--- config.mk ---
export PLATFORM = sky130hd
export DESIGN_NAME = bg_noise_accum
export DESIGN_NICKNAME = d
export VERILOG_FILES = /design/src/rtl/bg_noise_accum_pkg.sv /design/src/rtl/bg_noise_accum_lane_add16.sv /design/src/rtl/bg_noise_accum.sv
export SDC_FILE = /design/constraint.sdc
export NUM_CORES = 1
export LEC_CHECK = 0
export ABC_AREA = 0
export CAP_MARGIN = 15
export CORE_ASPECT_RATIO = 1.2
export CORE_UTILIZATION = 56
export DETAILED_ROUTE_END_ITERATION = 16
export PLACE_DENSITY = 0.82
export SETUP_SLACK_MARGIN = 0.1
export SLEW_MARGIN = 10
export SYNTH_ARGS = -nofsm -noshare
export SYNTH_HDL_FRONTEND = slang
export SYNTH_SLANG_ARGS = --single-unit
--- constraint.sdc ---
create_clock -name clk -period 9.8 [get_ports clk]
set_input_delay 1.47 -clock clk [delete_from_list [all_inputs] [get_ports clk]]
set_output_delay 1.47 -clock clk [all_outputs]
set_load 0.005 [all_outputs]
--- src/rtl/bg_noise_accum_pkg.sv ---
// ---------------------------------------------------------------------------
// bg_noise_accum_pkg
// Shared definitions for the background-noise accumulator: lane geometry,
// sample/accumulator widths, period counter width, FSM state encoding and the
// per-lane mean helper.
// ---------------------------------------------------------------------------
package bg_noise_accum_pkg;

  localparam int NUM_LANES = 16;
  localparam int SAMPLE_W  = 8;
  localparam int ACC_W     = 16;
  localparam int CNT_W     = 9;

  typedef enum logic {
    ST_ACCUM = 1'b0,
    ST_HOLD  = 1'b1
  } state_t;

  // Arithmetic shift floors toward minus infinity; the low byte is the mean.
  function automatic logic [SAMPLE_W-1:0] lane_mean(
    input logic signed [ACC_W-1:0] acc,
    input int                      shift
  );
    logic signed [ACC_W-1:0] shifted;
    shifted = acc >>> shift;
    return shifted[SAMPLE_W-1:0];
  endfunction

endpackage

--- src/rtl/bg_noise_accum_lane_add16.sv ---
// ---------------------------------------------------------------------------
// lane_add16
// Purely combinational 16-lane adder: each 16-bit signed accumulator lane
// plus its sign-extended 8-bit signed sample.
// Ports:
//   i_acc  [NUM_LANES*ACC_W]    current accumulator lanes
//   i_samp [NUM_LANES*SAMPLE_W] sample lanes
//   o_sum  [NUM_LANES*ACC_W]    updated accumulator lanes
// ---------------------------------------------------------------------------
module lane_add16
  import bg_noise_accum_pkg::*;
(
  input  logic [NUM_LANES*ACC_W-1:0]    i_acc,
  input  logic [NUM_LANES*SAMPLE_W-1:0] i_samp,
  output logic [NUM_LANES*ACC_W-1:0]    o_sum
);

  for (genvar g = 0; g < NUM_LANES; g++) begin : g_lane
    logic [ACC_W-1:0] w_ext;
    assign w_ext = {{(ACC_W-SAMPLE_W){i_samp[g*SAMPLE_W+SAMPLE_W-1]}},
                    i_samp[g*SAMPLE_W +: SAMPLE_W]};
    assign o_sum[g*ACC_W +: ACC_W] = i_acc[g*ACC_W +: ACC_W] + w_ext;
  end

endmodule

--- src/rtl/bg_noise_accum.sv ---
// ---------------------------------------------------------------------------
// bg_noise_accum
// Averages 2^LOG2_PERIODS period vectors of 16 signed 8-bit noise lanes and
// presents the per-lane mean with a valid/ready handshake.
// Ports:
//   clk, rst (async, active high), clear (sync restart of the estimate)
//   PeriodData/in_valid/in_ready  : input vector stream
//   NoiseMean/out_valid/out_ready : mean result, held until taken
//   period_cnt                    : vectors accumulated into current estimate
//
// state    | meaning
// ---------+---------------------------------------------------------------
// ST_ACCUM | accepting vectors into the lane accumulators
// ST_HOLD  | estimate complete, NoiseMean valid, waiting for out_ready
// ---------------------------------------------------------------------------
module bg_noise_accum
  import bg_noise_accum_pkg::*;
#(
  parameter int LOG2_PERIODS = 6,
  parameter int LANES        = 16
) (
  input  logic                      clk,
  input  logic                      rst,
  input  logic                      clear,
  input  logic [LANES*SAMPLE_W-1:0] PeriodData,
  input  logic                      in_valid,
  output logic                      in_ready,
  output logic [LANES*SAMPLE_W-1:0] NoiseMean,
  output logic                      out_valid,
  input  logic                      out_ready,
  output logic [CNT_W-1:0]          period_cnt
);

  localparam logic [CNT_W-1:0] LAST_CNT = CNT_W'((1 << LOG2_PERIODS) - 1);

  state_t                     r_state;
  state_t                     w_state_nxt;
  logic [LANES*ACC_W-1:0]     r_acc;
  logic [LANES*ACC_W-1:0]     w_sum;
  logic [LANES*SAMPLE_W-1:0]  w_mean;
  logic [CNT_W-1:0]           r_cnt;
  logic                       w_xfer_in;
  logic                       w_xfer_out;

  lane_add16 u_lane_add16 (
    .i_acc  (r_acc),
    .i_samp (PeriodData),
    .o_sum  (w_sum)
  );

  always_ff @(posedge clk or posedge rst) begin
    if (rst) r_state <= ST_ACCUM;
    else     r_state <= w_state_nxt;
  end

  always_comb begin
    w_state_nxt = r_state;
    in_ready    = 1'b0;
    out_valid   = 1'b0;
    w_xfer_in   = 1'b0;
    w_xfer_out  = 1'b0;
    case (r_state)
      ST_ACCUM: begin
        // rst gating keeps in_ready low while the async reset is held.
        in_ready  = ~clear & ~rst;
        w_xfer_in = in_valid & in_ready;
        if (w_xfer_in && (r_cnt == LAST_CNT)) w_state_nxt = ST_HOLD;
      end
      ST_HOLD: begin
        out_valid  = 1'b1;
        w_xfer_out = out_ready & ~clear;
        if (w_xfer_out) w_state_nxt = ST_ACCUM;
      end
      default: w_state_nxt = ST_ACCUM;
    endcase
    if (clear) w_state_nxt = ST_ACCUM;
  end

  // Clear and output handshake both restart the estimate; clear wins over
  // an input transfer because in_ready is already forced low by it.
  always_ff @(posedge clk or posedge rst) begin
    if (rst) begin
      r_acc <= '0;
      r_cnt <= '0;
    end else if (clear || w_xfer_out) begin
      r_acc <= '0;
      r_cnt <= '0;
    end else if (w_xfer_in) begin
      r_acc <= w_sum;
      r_cnt <= r_cnt + 1'b1;
    end
  end

  for (genvar g = 0; g < LANES; g++) begin : g_mean
    assign w_mean[g*SAMPLE_W +: SAMPLE_W] = lane_mean(r_acc[g*ACC_W +: ACC_W], LOG2_PERIODS);
  end

  assign NoiseMean  = out_valid ? w_mean : '0;
  assign period_cnt = r_cnt;

endmodule

Word-level counts from Yosys, hierarchy flattened --
Index checks and enable logic that the tools add are counted. W data, S select, Z words.
Cells by class: $add $sub $neg 17, equality and inequality tests 1, muxes and demuxes 13, bitwise gates (word level) 6, reductions and logical operators 3
Operators with widths (number):
- $mux W256 | 2
- $add A16 B16 Y16 | 16
- $mux W128 | 1
- $mux W9 | 2
- $add A9 B1 Y9 const B | 1
- $eq A9 B6 Y1 const B | 1
- $mux W1 | 7
- $and A1 B1 Y1 | 3
- $not A1 Y1 | 3
- $pmux W1 S2 | 1
- $reduce_bool A2 Y1 | 1
- $logic_and A1 B1 Y1 | 1
- $logic_or A1 B1 Y1 | 1
Word-level totals: register bits 266, input bits 133, output and inout bits 139, word-level logic and storage cells 43

Depth between registers and ports, before layout --
depth in word-level cells 7, mapped depth 9, mapped depth without buffers 9

By module --
From an unflattened synthesis, not the netlist that was laid out.
Unflattened totals: cell total of the unflattened synthesis 2174, area total of the unflattened synthesis 21225.4 um2
Modules (own cells, without submodules):
- lane_add16 | times used 1, cells an instance 1407, area an instance 10709.0 um2, sequential area each 0.0 um2
- bg_noise_accum | times used 1, cells an instance 767, area an instance 10516.3 um2, sequential area each 6656.4 um2

Worst setup path after synthesis --
Ideal clock, no wire load.
path kind in2reg, from input port PeriodData[0], to register r_acc[12], library setup time 129 ps, arrival 3446 ps, required time 9671 ps, slack 6226 ps, stages 9, path buffers 0, path through ha_1 fa_1 a21oi_1 o21bai_1 a2111o_1 a311o_1 a31oi_1 xor2_1 o21ai_1
Between the ends: cells in the longest elaborated chain, start to end 3
Ends and longest elaborated chain:
- start: declaration | RTL line bg_noise_accum.sv:25 | input logic [LANES*SAMPLE_W-1:0] PeriodData,
- $add A16 B16 Y16 | RTL line bg_noise_accum_lane_add16.sv:22 | assign o_sum[g*ACC_W +: ACC_W] = i_acc[g*ACC_W +: ACC_W] + w_ext;
- $mux W256 | RTL line bg_noise_accum.sv:88 | end else if (w_xfer_in) begin
- $mux W256 | RTL line bg_noise_accum.sv:85 | end else if (clear || w_xfer_out) begin
- end signal: assignment | RTL line bg_noise_accum.sv:89 | r_acc <= w_sum;
- end: declaration | RTL line bg_noise_accum.sv:38 | logic [LANES*ACC_W-1:0] r_acc;
Every way passes these cells. The select of a mux whose other input is x is not followed. A chain may end at the register's enable or synchronous reset.

Final worst setup path --
from register r_state, to output port NoiseMean[127]
Between the ends: cells in the longest elaborated chain, start to end 2
Ends and longest elaborated chain:
- start: declaration | RTL line bg_noise_accum.sv:36 | state_t r_state;
- start signal: assignment | RTL line bg_noise_accum.sv:53 | else r_state <= w_state_nxt;
- $mux W1 | RTL line bg_noise_accum.sv:62 | case (r_state)
- $mux W128 | RTL line bg_noise_accum.sv:98 | assign NoiseMean = out_valid ? w_mean : '0;
- end: declaration | RTL line bg_noise_accum.sv:28 | output logic [LANES*SAMPLE_W-1:0] NoiseMean,
Every way passes these cells.

==> results.md <==
- Area leader, netlist: dfrtp_1
- YS warnings: 0
- Initial Util: 57.3%
- Routed WL: 47800 um
- PwrDens: 132 nW/um^2
- Post-Syn Instances: 2079
- Worst-path cell chain: buf_4 > and2_1 > clkdlybuf4s50_1
- Initial antenna violation count: 3
- Placed inst area: 21600 um^2
- Post-Syn Nets: 2437
- DRT antenna net count: 0
- Max clock buf depth: 3
- Count of cells resized by post-cts repair: 0
- Yosys top cell area share: 31.5%
- Leakage: 10.5 nW
- Max-slew violation count: 0
- # clock sinks: 234
- Clk Tree Root Cell: clkbuf_16
- Final GP Congestion: 0.882
- Inserted Clock Buffers: 28
- Hpwl dp: 32500 um
- Post-CTS Setup Inserts: 0
- Vias: 16600
- Fin crit share: 43.8%
- WL/cell: 17.4 um
- Synthesized area per cell: 8.93 um^2
- Die Footprint: 33900 um^2
- Tot GR Track Use: 28.1%
- Clk_lat worst skew: 0.54 ns
- CP max stage cell: buf_4
- M1 GR Usage: 34.1%
- M2 GR Usage: 49.5%
- DR DRC count: 0
- Worst Tran Pin Value: 1.07 ns
- Setup violators final: 0
- Number of port buffers: 271
- Die extent in x: 168 um
- Most used routing layer: met2
- Final Util: 69.3%
- Pin count of the biggest net entering global routing: 224
- # rows: 72
- Most common cell in the netlist: dfrtp_1
- Final setup TNS: 0 ns
- Startpoint Class: flop
- #FFs+latches synth: 234
- Period minus WS final: 4.29 ns
- TritonRoute pass-1 iters: 5
- Post-synth EDFFs: 0
- Worst-path clk slew: 0.06 ns
- Yosys cell types: 63
- Final hold viol count: 0
- Max-cap viol count: 0
- Met3 Use GR: 4.35%
- CTS Hold Buffers Added: 0
- Vias per cell: 6.06
- Critical path type: flop to output port
- Main synth FF type: dfrtp_1
- Max-slew headroom: 28.9%
- Max Clk Rate: 0.233 GHz
- Top post-synthesis cells by area: dfrtp_1 32%, ha_1 14%, o21ai_0 6.0%
- Nets@finish: 2675
- Tightest Hold Check Type: flop to flop
- Buffers & Inverters on Critical Path: 2
- # IOs: 272
- Max H-tree Level: 1
- Critical Path RT: 8.33 ns
- RSZ-0062 raised after global routing: no
- Vias in the first global route: 16600
- Top cells by instance count after synthesis: 234 x dfrtp_1, 223 x o21ai_0, 209 x ha_1
- Area of the core: 32400 um^2
- CTS tree: yes
- Clock Skew: 0.0106 ns
- Layout cell share with drive strength beyond 1: 3.17%
- First-pass GRT wire length: 79600 um
- Peak VDD IR: 0.123 mV
- Ys async rst share: 100%
- CP arrival: 2.82 ns
- Max stage delay on crit path: 0.74 ns
- Total global routing overflow: 0
- Crit. End Element: output port
- Max FO, Critical Path: 92
- Die Ht: 201 um
- Status: complete, no violations
- Synth Cell Area: 18600 um^2
- Syn-to-layout area delta: 21.1%
- Register area share after synthesis: 31.5%
- CP delay by family, top: buffers and inverters
- Starting DRT DRC Count: 1081
- Design Area, Final: 22500 um^2
-- kinds of logic after synthesis --
| kind of cell | Yosys count | share of synthesized area [%] |
|---|---|---|
| adders and majority gates | 225 | 15.8 |
| buffers and inverters | 130 | 2.66 |
| DFF | 234 | 31.5 |
| and+or+nand+nor | 597 | 16.6 |
| muxes | 10 | 0.546 |
| xor gates and xnor gates | 166 | 7.83 |
| AOI/OAI and AO/OA | 717 | 25.0 |
-- metrics by stage --
step	std cells	setup WS (ns)	hold slack [ns]	power, W
final	2746	5.51	0.484	0.00297
after global routing	2745	5.34	0.501	0.00314
after CTS	2742	5.45	0.484	0.00298
after detailed placement	2693	5.12	0.474	0.00198
after global placement	2693	5.15	0.460	0.00194
after floorplan	2079	1.91	0.445	0.00176
-- cell usage in the layout, fill, tap and decap left out, drive strengths merged, types with 9 or more instances in the layout --
cell           Yosys  routed
nand2            206     206
ha               209     209
and2             149     149
a211oi            34      34
a21o              71      71
nand3             18      18
nand4              9       9
o21bai            27      27
a21oi            161     161
o211ai             9       9
and3              14      14
o31ai             25      25
or3               14      14
a221o             17      17
a41oi             10      10
nor3b             21      21
fa                16      16
nor3              20      20
nor2              73      73
inv               58      58
clkdlybuf4s50      0     271
o21ai            232     232
mux2i              9       9
a21boi            10      10
clkbuf            64      47
a22o              36      36
or2               12      12
nor4               9       9
nor4b              9       9
xor2             101     101
buf                8       9
dfrtp            234     234
a31oi             27      27
nand2b            23      23
xnor2             65      65
o21a              10      10
-- metal layers --
metal  up-vias  routed length [um]
li1       8061                   -
met1      8024               20400
met2       442               23300
met3       112                2330
met4         0                1740
met5         -                   0
-- registers in the layout, summed over array words and instances, names as in the netlist --
signal      count
period_cnt      9
r_acc         224
r_state         1
-- where the power goes --
part,internal [W],leakage [nW],switching (W),total (W)
sequential,0.00105,3.17,0.0000662,0.00112
clock,0.000578,0.417,0.000416,0.000994
combinational,0.000389,6.89,0.000473,0.000862
total,0.00202,10.5,0.000954,0.00297
-- path summary, 6_finish.rpt --
check / from / to / slack (ns) / cells after the start
setup / recovery: r_state$_DFF_PP0_ / NoiseMean[127] / 5.51 / 3
hold / removal: r_acc[189]$_DFFE_PP0P_ / r_acc[189]$_DFFE_PP0P_ / 0.48 / 1
setup reg to reg: r_state$_DFF_PP0_ / r_acc[173]$_DFFE_PP0P_ / 6.18 / 7
hold reg to reg: r_acc[189]$_DFFE_PP0P_ / r_acc[189]$_DFFE_PP0P_ / 0.48 / 1
max in group asynchronous: rst / r_acc[61]$_DFFE_PP0P_ / 6.77 / 3
min in group asynchronous: rst / r_acc[202]$_DFFE_PP0P_ / 1.63 / 2
-- area by class of cell --
cell class / count / area (um^2)
multi-input combinational: 1715 / 12200
fill: 2524 / 9950
sequential: 234 / 5860
timing repair buffer: 280 / 2810
clock buffer: 47 / 843
tap: 407 / 509
inverter: 58 / 225
clock inverter: 2 / 10.0
antenna: 3 / 7.51
(Power assumes the default switching activity.)
